`src/rtl/uart_pkg.sv`:
```
// ----------------------------------------------------------------------------
// uart_pkg
// Shared definitions for the UART transmit sequencer:
//   seq_state_t  - sequencer FSM states
//   hold_cycles  - clk cycles per baud period (integer division, minimum 1),
//                  used to stretch strobes so the baud-domain UART sees them.
// ----------------------------------------------------------------------------
package uart_pkg;

   typedef enum logic [1:0] {
      IDLE      = 2'd0,
      LOAD      = 2'd1,
      START     = 2'd2,
      WAIT_DONE = 2'd3
   } seq_state_t;

   function automatic int hold_cycles(input int baud_rate, input int clock_freq);
      int h;
      h = clock_freq / baud_rate;
      return (h < 1) ? 1 : h;
   endfunction

endpackage

```
`src/rtl/uart_byte_fifo.sv`:
```
// ----------------------------------------------------------------------------
// uart_byte_fifo
// Byte FIFO feeding the UART sequencer. Pointers wrap modulo DEPTH (a power
// of 2), occupancy is tracked in a separate counter one bit wider than the
// pointers so full and empty are unambiguous.
// Ports:
//   clk, reset      - system clock, synchronous active-high reset
//   wr_en, wr_data  - enqueue request; dropped (and overflow set) when full
//   rd_en           - dequeue request; ignored when empty
//   rd_data         - head byte (combinational read of the head slot)
//   full, empty     - occupancy flags derived from the registered count
//   count           - occupancy, 0..DEPTH
//   overflow        - sticky, set by any write attempted while full
// ----------------------------------------------------------------------------
module uart_byte_fifo #(
   parameter int DEPTH = 16
) (
   input  logic                     clk,
   input  logic                     reset,
   input  logic                     wr_en,
   input  logic [7:0]               wr_data,
   input  logic                     rd_en,
   output logic [7:0]               rd_data,
   output logic                     full,
   output logic                     empty,
   output logic [$clog2(DEPTH):0]   count,
   output logic                     overflow
);

   localparam int AW = $clog2(DEPTH);
   localparam logic [AW:0] FULL_CNT = (AW+1)'(DEPTH);

   logic [7:0]    mem [DEPTH];
   logic [AW-1:0] wr_ptr;
   logic [AW-1:0] rd_ptr;
   logic          push;
   logic          pop;

   // full is taken from the registered count, so a pop in the same cycle
   // never frees room for a write that arrived while full.
   assign full    = (count == FULL_CNT);
   assign empty   = (count == '0);
   assign push    = wr_en & ~full;
   assign pop     = rd_en & ~empty;
   assign rd_data = mem[rd_ptr];

   // Storage is not reset; a slot is only read after it has been written.
   always_ff @(posedge clk) begin
      if (push)
         mem[wr_ptr] <= wr_data;
   end

   always_ff @(posedge clk) begin
      if (reset) begin
         wr_ptr   <= '0;
         rd_ptr   <= '0;
         count    <= '0;
         overflow <= 1'b0;
      end else begin
         if (push)
            wr_ptr <= wr_ptr + 1'b1;
         if (pop)
            rd_ptr <= rd_ptr + 1'b1;
         case ({push, pop})
            2'b10:   count <= count + 1'b1;
            2'b01:   count <= count - 1'b1;
            default: count <= count;
         endcase
         if (wr_en && full)
            overflow <= 1'b1;
      end
   end

endmodule

```
`src/rtl/uart_tx_sequencer.sv`:
```
// ----------------------------------------------------------------------------
// uart_tx_sequencer
// Queues bytes and hands them one at a time to a UART transmitter running in
// a slower baud-clock domain. Each byte is presented on uart_data, then
// load_data and start_transmit are each held for HOLD_CYCLES clk cycles so
// the baud domain is guaranteed to sample them. The sequencer then waits for
// a rising edge of tx_done (synchronized into clk) before the next byte.
// Ports:
//   clk, reset              - system clock, synchronous active-high reset
//   wr_data, wr_en          - byte enqueue
//   full, empty, count      - FIFO status
//   overflow                - sticky dropped-write flag
//   uart_data               - byte to the UART, stable from pop to IDLE
//   load_data               - UART load strobe (HOLD_CYCLES long)
//   start_transmit          - UART start strobe (HOLD_CYCLES long)
//   tx_done                 - UART finish, asynchronous to clk
//   busy                    - sequencer not in IDLE
// ----------------------------------------------------------------------------
module uart_tx_sequencer
   import uart_pkg::*;
#(
   parameter int DEPTH      = 16,
   parameter int BAUD_RATE  = 9600,
   parameter int CLOCK_FREQ = 38400000
) (
   input  logic                     clk,
   input  logic                     reset,
   input  logic [7:0]               wr_data,
   input  logic                     wr_en,
   output logic                     full,
   output logic                     empty,
   output logic [$clog2(DEPTH):0]   count,
   output logic                     overflow,
   output logic [7:0]               uart_data,
   output logic                     load_data,
   output logic                     start_transmit,
   input  logic                     tx_done,
   output logic                     busy
);

   localparam int HOLD_CYCLES = hold_cycles(BAUD_RATE, CLOCK_FREQ);
   localparam int HW          = (HOLD_CYCLES > 1) ? $clog2(HOLD_CYCLES) : 1;
   localparam logic [HW-1:0] HOLD_LAST = HW'(HOLD_CYCLES - 1);

   seq_state_t    state;
   logic [HW-1:0] hold_cnt;
   logic          hold_last;
   logic          done_latch;
   logic          sync1;
   logic          sync2;
   logic          sync2_d;
   logic          done_pulse;
   logic          pop;
   logic [7:0]    head;

   // Pop in the IDLE cycle itself, so a queued byte goes out back-to-back
   // right after the previous transfer completes.
   assign pop        = (state == IDLE) && !empty;
   assign hold_last  = (hold_cnt == HOLD_LAST);
   assign done_pulse = sync2 & ~sync2_d;

   uart_byte_fifo #(
      .DEPTH (DEPTH)
   ) u_fifo (
      .clk      (clk),
      .reset    (reset),
      .wr_en    (wr_en),
      .wr_data  (wr_data),
      .rd_en    (pop),
      .rd_data  (head),
      .full     (full),
      .empty    (empty),
      .count    (count),
      .overflow (overflow)
   );

   // tx_done crosses from the baud domain: two flops, then edge detect.
   always_ff @(posedge clk) begin
      if (reset) begin
         sync1   <= 1'b0;
         sync2   <= 1'b0;
         sync2_d <= 1'b0;
      end else begin
         sync1   <= tx_done;
         sync2   <= sync1;
         sync2_d <= sync2;
      end
   end

   always_ff @(posedge clk) begin
      if (reset) begin
         state          <= IDLE;
         uart_data      <= 8'h00;
         load_data      <= 1'b0;
         start_transmit <= 1'b0;
         busy           <= 1'b0;
         hold_cnt       <= '0;
         done_latch     <= 1'b0;
      end else begin
         case (state)
            IDLE: begin
               if (pop) begin
                  uart_data <= head;
                  load_data <= 1'b1;
                  busy      <= 1'b1;
                  hold_cnt  <= '0;
                  state     <= LOAD;
               end
            end
            LOAD: begin
               // done_pulse here belongs to an earlier byte; ignore it.
               if (hold_last) begin
                  load_data      <= 1'b0;
                  start_transmit <= 1'b1;
                  hold_cnt       <= '0;
                  state          <= START;
               end else begin
                  hold_cnt <= hold_cnt + 1'b1;
               end
            end
            START: begin
               // A fast UART may finish before the start strobe ends;
               // remember it so WAIT_DONE does not miss the edge.
               if (done_pulse)
                  done_latch <= 1'b1;
               if (hold_last) begin
                  start_transmit <= 1'b0;
                  hold_cnt       <= '0;
                  state          <= WAIT_DONE;
               end else begin
                  hold_cnt <= hold_cnt + 1'b1;
               end
            end
            WAIT_DONE: begin
               if (done_pulse || done_latch) begin
                  done_latch <= 1'b0;
                  busy       <= 1'b0;
                  state      <= IDLE;
               end
            end
            default: begin
               load_data      <= 1'b0;
               start_transmit <= 1'b0;
               busy           <= 1'b0;
               state          <= IDLE;
            end
         endcase
      end
   end

endmodule

```
`config.mk`:
```
export PLATFORM = sky130hd
export DESIGN_NAME = uart_tx_sequencer
export DESIGN_NICKNAME = d
export VERILOG_FILES = /design/src/rtl/uart_pkg.sv /design/src/rtl/uart_byte_fifo.sv /design/src/rtl/uart_tx_sequencer.sv
export SDC_FILE = /design/constraint.sdc
export NUM_CORES = 1
export LEC_CHECK = 0
export ABC_CLOCK_PERIOD_IN_PS = 2800
export BUFFER_PORTS_ARGS = -buffer_cell sky130_fd_sc_hd__buf_4
export CORE_ASPECT_RATIO = 1.1
export CORE_MARGIN = 3
export CORE_UTILIZATION = 45
export DETAILED_ROUTE_END_ITERATION = 6
export RECOVER_POWER = 100
export SETUP_SLACK_MARGIN = 0.05
export SLEW_MARGIN = 20
export SYNTH_ARGS = -nofsm -noshare
export SYNTH_HDL_FRONTEND = slang
export SYNTH_SLANG_ARGS = --single-unit
```
`constraint.sdc`:
```
create_clock -name clk -period 2.8 [get_ports clk]
set_input_delay 0 -clock clk [delete_from_list [all_inputs] [get_ports clk]]
set_output_delay 0 -clock clk [all_outputs]
set_load 0.005 [all_outputs]
```
==> impl_metrics.ini, run 1 <==
[placement]
hpwl_um = 10100
io_buffers = 30
gp_congestion = 0.803
placed_cells_incl_taps = 743
placed_area_mm2 = 0.00787
pre_cts_ws_ns = 0.141

[synthesis]
synth_commonest_cells = 128 x edfxtp_1, 43 x dfxtp_1, 40 x nor2_1
ys.flop_type = edfxtp_1
netlist_instances = 519
synth_top_area_share_pct = 52.4
seq_area_frac_synth_pct = 64.2
synth.distinct_cells = 56
synth-seq-cells = 171
synth_edf_count = 128
syn_area_mm2 = 0.00733
avgSynthCellArea_um2 = 14.1
ys_top_cells_by_area = edfxtp_1 52%, dfxtp_1 12%, mux2i_1 5.3%, mux4_2 4.9%, ha_1 2.6%
synth_top_cell_by_area = edfxtp_1
synth.most_common_cell = edfxtp_1
async_reset_ff_share_pct = 0
synth_nets = 547
ys_warn_count = 0

[timing]
rsz0062_at_grt = false
relSlewSlack_pct = -1.35
setup_tns_ns = 0
period_needed_ns = 2.66
fmax_ghz = 0.376
final_hold_viol_count = 0
layout_setup_ws_ns = 0.141
max_slew.worst_pin.slew_ns = 1.52
slew_violations = 33
setup_violations = 0
skew_ns = 0.00881
finalCritPeriodShare_pct = 95.0

[floorplan]
core-area_mm2 = 0.0159
die-area_mm2 = 0.0179
die_w_um = 128
die_h_um = 140
io_pins = 31
start_util_pct = 46.2
num_rows = 48

[power_and_ir_drop]
p_leak_nw = 2.83
peakVddDrop_uv = 477
power_density_mw_per_mm2 = 878

[final_layout]
finalNonFillerCells = 788
final_util_pct = 53.3
area_growth_pct = 15.2
drive_above_1_share_pct = 15.3
n_antenna_cell = 0
nets = 603
fin_area_mm2 = 0.00845

[clocking]
cts_sinks = 171
htree_levels = 4
cts_tree = built
cts_root_buffer = clkbuf_16
cts_buffer_depth = 2
path_clk_slew_ns = 0.07
post_cts_buffers = 0
cts_made_buffers = 17
clock_latency_ns = 0.43

[routing]
drt_wl_total_um = 15100
drtIter0Drc = 281
dr.pass1.iters = 5
wire_per_inst_um = 19.1
drcViolationCount = 0
vias = 4414
postRouteAntennaNets = 0
viasPerCell = 5.60

[worst_setup_path]
reg2reg_depth = 9
ff2ff_setup_slack_ns = 0.14
crit_path_end_kind = flop
cp.arrival_ns = 2.97
critPathMaxFanout = 6
r2r_end = u_fifo.count[4]
critPathKind = flop to flop
crit_start = u_fifo.count[3]
cp-start-kind = flop
timing.rr.start = u_fifo.count[3]
cp.required_ns = 3.11

[global_route]
first_global_vias = 4505
grt.total_usage_pct = 17.9
grt_max_degree = 45
grt_pass1_wl_um = 24300
antenna_found_initial = 0
grt-ovfl-total = 0

[outcome]
violations = capacitance limit, slew limit
status = finished, violations left

[run]
maxCapViolations = 1

[hold_path]
hold_path_end = sync2
hold_start = sync1
hold_class = flop to flop
holdPathStages = 1
[worst max path at each step]
stage | to | slack (ns) | cells past startpoint
global route | u_fifo.count[4] | 0.05 | 9
CTS | u_fifo.count[4] | 0.12 | 9
floorplan | u_fifo.count[4] | 0.05 | 10
global placement | u_fifo.count[4] | 0.17 | 9
finish | u_fifo.count[4] | 0.14 | 9
detailed placement | u_fifo.count[4] | 0.14 | 9
[critical path: stages, from the launching register on]
cell	delay, ns
dfxtp_1	0.35
or4_4	0.57
o21ai_4	0.15
inv_1	0.09
ha_4	0.19
fa_2	0.35
a21o_1	0.18
a21oi_2	0.14
mux2i_1	0.20
mux2_2	0.34
[power breakdown]
| part | internal (mW) | switching (mW) | leakage, nW |
|---|---|---|---|
| logic | 0.845 | 1.16 | 1.03 |
| clock network | 1.40 | 0.966 | 0.291 |
| registers | 2.92 | 0.123 | 1.51 |
[cell type report]
| type | instances | area, um^2 |
|---|---|---|
| Clock buffer | 17 | 425 |
| Clock inverter | 15 | 171 |
| Fill cell | 1364 | 7410 |
| Inverter | 21 | 78.8 |
| Multi-Input combinational cell | 296 | 2350 |
| Sequential cell | 171 | 4710 |
| Tap cell | 200 | 250 |
| Timing Repair Buffer | 68 | 463 |
[layout by cell type, fill, tap and decap left out, types with 5 or more instances in the layout]
cell type / n
edfxtp_1: 128
dfxtp_1: 41
nor2_1: 40
mux2i_1: 39
nand2_1: 24
clkbuf_1: 22
inv_1: 20
nand3_1: 17
clkbuf_16: 17
mux4_2: 16
a21oi_1: 14
ha_1: 14
buf_4: 14
clkbuf_4: 14
nand4_1: 13
dlygate4sd3_1: 13
a31oi_1: 12
a22oi_1: 9
o21ai_0: 8
nor4bb_1: 8
xor2_1: 7
nor2b_1: 6
o221ai_1: 6
nor3_1: 5
nand4b_1: 5
[flip-flops by register name, indices dropped and copies added, names as in the netlist]
| signal | flops |
|---|---|
| u_fifo.mem | 128 |
| hold_cnt | 12 |
| uart_data | 8 |
| u_fifo.count | 5 |
| u_fifo.rd_ptr | 4 |
| u_fifo.wr_ptr | 4 |
| state | 2 |
| busy | 1 |
| done_latch | 1 |
| load_data | 1 |
| start_transmit | 1 |
| sync1 | 1 |
| sync2 | 1 |
| sync2_d | 1 |
| u_fifo.overflow | 1 |
[per-stage QoR]
stage,hold WS [ns],power [mW]
after CTS,0.429,7.62
final,0.446,7.42
after global placement,0.224,5.20
after detailed placement,0.220,5.23
after floorplan,0.0989,4.58
after global routing,0.476,7.82
[metal layers]
layer	GRT usage (%)	up-vias	share of wire, %
met5	0	-	0
met4	6.15	0	1.7
met3	3.80	21	4.1
met2	29.6	98	50
met1	23.5	2196	44
li1	-	2099	-
[kinds of logic (layout without fill, tap and decap cells)]
logic type,Yosys count,count (layout),synth area share (%)
compound gates,76,76,8.11
xor+xnor,10,10,1.19
fa+ha+maj,16,16,2.83
buf+inv,52,121,3.31
flops,171,171,64.2
mux,56,56,10.4
simple gates,138,138,10.0
[repair_timing]
| action | CTS | global route |
|---|---|---|
| endpoints found under the hold margin | 152 | 0 |
| endpoints found under the setup margin | 0 | 1 |
| resized for setup | 0 | 1 |
| hold buffers | 13 | 0 |
(Power assumes the default switching activity.)
==> inputs of run 2 (changes only) <==
--- a/config.mk
+++ b/config.mk
@@ -5,6 +5,7 @@
 export SDC_FILE = /design/constraint.sdc
 export NUM_CORES = 1
 export LEC_CHECK = 0
+export ABC_AREA = 1
 export ABC_CLOCK_PERIOD_IN_PS = 2800
 export BUFFER_PORTS_ARGS = -buffer_cell sky130_fd_sc_hd__buf_4
 export CORE_ASPECT_RATIO = 1.1
==> impl_metrics.ini, run 2 <==
[synthesis]
synthSimpleGateAreaFrac_pct = 25.1
avgSynthCellArea_um2 = 9.25
synthMuxAreaShare_pct = 0
synth.distinct_cells = 35
synth.most_common_cell = nand2_1
synth_edf_count = 128
synth_top_family_by_area = simple AND/OR/NAND/NOR gates
synth_top_area_share_pct = 50.0
synth-seq-cells = 171
ys_top_cells_by_area = edfxtp_1 50%, nand2_1 12%, dfxtp_1 11%, nand3_1 7.0%, inv_1 5.2%
seq_area_frac_synth_pct = 61.2
synthAdderAreaFrac_pct = 2.70
netlist_instances = 831
synth_nets = 859
synth_compound_area_share_pct = 2.65
ys.flop_type = edfxtp_1
synth_commonest_cells = 253 x nand2_1, 128 x edfxtp_1, 107 x inv_1, 107 x nand3_1, 75 x nor2_1
syn_area_mm2 = 0.00769
ys_warn_count = 0
synth_top_cell_by_area = edfxtp_1
yosys.area_share.xor_xnor_pct = 0.683
async_reset_ff_share_pct = 0

[worst_setup_path]
crit_path_end_kind = flop
timing.rr.start = state[0]
critPathMaxFanout = 10
slowest_delay_ns = 0.43
crit_slowest_cell = fa_1
cpLargestDelayFamily = adder cells
cp_num_buf_inv = 2
critPathKind = flop to flop
cp.arrival_ns = 2.66
cp-start-kind = flop
cp.required_ns = 3.06
cp_cell_sequence = inv_1, ha_1, nand2_2, inv_1, ha_1, fa_1, a21oi_1, nor2_1, o21bai_1, nand2_1, nand2_1, a21oi_1
crit_start = state[0]

[final_layout]
regMostFlops = u_fifo.mem
seq_area_mm2 = 0.00470
drive_above_1_share_pct = 7.73
n_antenna_cell = 0
fill_cells = 1504
final_cell_mix = 256 x nand2_1, 128 x edfxtp_1, 109 x inv_1
mostFrequentLayoutCell = nand2_1
largest_register_ffs = 128
area_growth_pct = 14.1
nets = 895
reg_top3 = u_fifo.mem (128), hold_cnt (12), uart_data (8)
finalNonFillerCells = 1084
multi_input_area_mm2 = 0.00237

[clocking]
path_clk_slew_ns = 0.06
htree_levels = 4
post_cts_buffers = 0
cts_root_buffer = clkbuf_16
cts_sinks = 171
cts_tree = built
cts_buffer_depth = 2
cts_made_buffers = 17
clock_latency_ns = 0.43

[floorplan]
start_util_pct = 46.4
die_h_um = 143
die-area_mm2 = 0.0187
num_rows = 49
die_w_um = 131
io_pins = 31
core-area_mm2 = 0.0166

[global_route]
grt.total_usage_pct = 19.7
first_global_vias = 5370
grt_max_degree = 67
antenna_found_initial = 0
grt-ovfl-total = 0
grt_pass1_wl_um = 27800

[placement]
hpwl_um = 11200
gp_congestion = 0.864
io_buffers = 30
placed_cells_incl_taps = 1039

[routing]
drcViolationCount = 0
viasPerCell = 5.12
postRouteAntennaNets = 0
dr.pass1.iters = 5
vias = 5545
drtIter0Drc = 481
wire_per_inst_um = 15.9
drt_wl_total_um = 17200

[power_and_ir_drop]
peakVddDrop_uv = 513
p_leak_nw = 3.77
power_density_mw_per_mm2 = 930

[timing]
rsz0062_at_grt = false
relSlewSlack_pct = 8.78
skew_ns = 0.00756
fin_hold_ws_ns = 0.428
period_needed_ns = 2.40
final_hold_viol_count = 0
setup_violations = 0
max_slew.worst_pin.slew_ns = 1.37
setup_tns_ns = 0
finalCritPeriodShare_pct = 85.5
slew_violations = 0
fmax_ghz = 0.418

[hold_path]
hold_class = flop to flop
hold_start = sync1

[outcome]
status = complete, no violations

[run]
maxCapViolations = 0
-- run 2: where the power goes --
part	switching, mW	internal (mW)
clock	1.00	1.58
combinational	1.68	0.838
sequential	0.151	2.92
-- run 2: final cells by class --
class	count	share of cell area [%]
clock buffer	20	5.32
clock inverter	12	2.10
inverter	112	4.79
multi-input combinational	516	27.1
sequential	171	53.6
tap	204	2.91
timing repair buffer	49	4.21
-- run 2: kinds of logic (layout without fill, tap and decap cells) --
group | after synthesis | in the layout
adders and majority gates | 16 | 16
and+or+nand+nor | 456 | 456
AOI/OAI and AO/OA | 38 | 38
DFF | 171 | 171
buffers and inverters | 144 | 193
xor gates and xnor gates | 6 | 6
-- run 2: tightest hold or removal path, stage by stage (launching register included) --
cell	delay (ns)
dfxtp_1	0.30
inv_1	0.05
nor2_1	0.04
-- run 2: path summary, 6_finish.rpt --
kind,endpoint,slack (ns),depth (start not counted)
setup / recovery,u_fifo.count[4],0.40,12
hold / removal,sync2,0.43,2
setup reg to reg,u_fifo.count[4],0.40,12
hold reg to reg,sync2,0.43,2
-- run 2: through the flow --
step           instance area (um^2)  setup WS, ns  util (%)  power, mW
3_3_place_gp                   8060         0.525      48.7       5.63
5_1_grt                        8770         0.202      53.0       8.68
2_1_floorplan                  7690         0.513         -       4.93
3_5_place_dp                   8060         0.445      48.7       5.68
4_1_cts                        8840         0.422      53.4       8.28
6_report                       8770         0.405      53.0       8.16
-- run 2: layer usage --
layer  vias up  global-route usage [%]  routed length, um
li1       2749                       -                  -
met1      2642                    26.3               7720
met2       124                    31.5               8350
met3        30                    3.59                727
met4         0                    8.50                442
met5         -                       0                  0
-- run 2: repair_timing --
item	4_1_cts	5_1_grt
hold buffers	13	0
gates resized for setup	0	0
hold endpoints to repair	141	0
==> inputs of run 3 (changes only) <==
--- a/config.mk
+++ b/config.mk
@@ -9,9 +9,10 @@
 export ABC_CLOCK_PERIOD_IN_PS = 2800
 export BUFFER_PORTS_ARGS = -buffer_cell sky130_fd_sc_hd__buf_4
 export CORE_ASPECT_RATIO = 1.1
-export CORE_MARGIN = 3
-export CORE_UTILIZATION = 45
+export CORE_MARGIN = 5
+export CORE_UTILIZATION = 50
 export DETAILED_ROUTE_END_ITERATION = 6
+export PLACE_DENSITY_LB_ADDON = 0.3
 export RECOVER_POWER = 100
 export SETUP_SLACK_MARGIN = 0.05
 export SLEW_MARGIN = 20
==> impl_metrics.ini, run 3 (same netlist as run 2, synthesis figures left out) <==
[final_layout]
reg_top3 = u_fifo.mem (128), hold_cnt (12), uart_data (8)
final_util_pct = 58.0
fin_area_mm2 = 0.00874
n_antenna_cell = 0
largest_register_ffs = 128
area_growth_pct = 13.7
nets = 897
final_cell_mix = 255 x nand2_1, 128 x edfxtp_1, 109 x inv_1
drive_above_1_share_pct = 7.71
mostFrequentLayoutCell = nand2_1
finalNonFillerCells = 1078
regMostFlops = u_fifo.mem

[global_route]
first_global_vias = 5368
grt_max_degree = 67
grt.total_usage_pct = 19.7
grt-ovfl-total = 0
grt_pass1_wl_um = 27400
antenna_found_initial = 0

[routing]
drcViolationCount = 0
viasPerCell = 5.13
wl_met1_um = 7210
wire_per_inst_um = 15.7
wl_met3_um = 937
drtIter0Drc = 464
dr_wl_met2_um = 8170
highest_layer = met4
dr.pass1.iters = 5
drt_wl_total_um = 17000
postRouteAntennaNets = 0
vias = 5527

[power_and_ir_drop]
power_density_mw_per_mm2 = 916
peakVddDrop_uv = 604
p_total_mw = 8.01
p_leak_nw = 3.76

[clocking]
path_clk_slew_ns = 0.06
cts_sinks = 171
cts_made_buffers = 17
cts_root_buffer = clkbuf_16
cts_buffer_depth = 2
clock_latency_ns = 0.43
cts_resized = 0
cts_tree = built
hold_buffers = 13
htree_levels = 4
post_cts_buffers = 0

[placement]
hpwl_um = 10600
pre_cts_ws_ns = 0.507
io_buffers = 30
gp_congestion = 0.810
placed_cells_incl_taps = 1033
placed_area_mm2 = 0.00806

[floorplan]
die_h_um = 140
die-area_mm2 = 0.0180
die_w_um = 128
num_rows = 47
io_pins = 31
start_util_pct = 51.1
core-area_mm2 = 0.0151

[worst_setup_path]
timing.rr.start = u_fifo.rd_ptr[0]
critPathKind = flop to flop
reg2reg_depth = 8
crit_start = u_fifo.rd_ptr[0]
critPathMaxFanout = 66
crit_path_end_kind = flop
cp-start-kind = flop
cpLargestDelayFamily = buffers and inverters
cp_cell_sequence = clkbuf_2, nand2_1, nand3_1, nand3_1, nand3_1, nand3_1, nand2_1, inv_1
cp_num_buf_inv = 2
slowest_delay_ns = 1.05
ff2ff_setup_slack_ns = 0.44
cp.required_ns = 3.13
crit_slowest_cell = clkbuf_2
cp.arrival_ns = 2.68
r2r_end = uart_data[3]
crit_top_cell = nand3_1

[hold_path]
hold_class = flop to flop
hold_path_end = sync2
hold_start = sync1
holdPathStages = 2

[timing]
skew_ns = 0.00729
setup_violations = 0
final_hold_viol_count = 0
period_needed_ns = 2.36
setup_tns_ns = 0
fmax_ghz = 0.424
fin_hold_ws_ns = 0.420
rsz0062_at_grt = false
max_slew.worst_pin.slew_ns = 1.45
finalCritPeriodShare_pct = 84.1
relSlewSlack_pct = 3.32
layout_setup_ws_ns = 0.444
slew_violations = 0

[run]
maxCapViolations = 0

[outcome]
status = complete, no violations
==> run 3: worst max path at each step <==
stage	depth (start not counted)	endpoint
floorplan	13	u_fifo.count[4]
global placement	13	u_fifo.count[4]
detailed placement	13	u_fifo.count[4]
CTS	13	u_fifo.count[4]
global route	8	uart_data[2]
finish	8	uart_data[3]
==> run 3: cell type report <==
cell class | count | area (um^2)
Fill cell | 1356 | 6320
Sequential cell | 171 | 4700
Multi-Input combinational cell | 516 | 2380
Clock buffer | 20 | 500
Inverter | 112 | 420
Timing Repair Buffer | 51 | 373
Tap cell | 196 | 245
Clock inverter | 12 | 118
==> run 3: worst reg2reg max path, delay by kind of cell (launching register included) <==
family                 cells  cell delay (ns)
buffers and inverters      2             1.09
DFF                        1             0.34
and+or+nand+nor            6             0.83
==> run 3: where the power goes <==
part / leakage (nW) / internal [mW] / total [mW] / switching (mW)
logic: 1.94 / 0.839 / 2.55 / 1.72
registers: 1.51 / 2.92 / 3.04 / 0.117
clock network: 0.310 / 1.40 / 2.42 / 1.01
total: 3.76 / 5.16 / 8.01 / 2.84
==> run 3: routing by layer <==
metal / up-vias / track usage [%]
met4: 0 / 9.16
met3: 30 / 4.23
met5: - / 0
met2: 156 / 31.6
met1: 2587 / 25.5
li1: 2754 / -
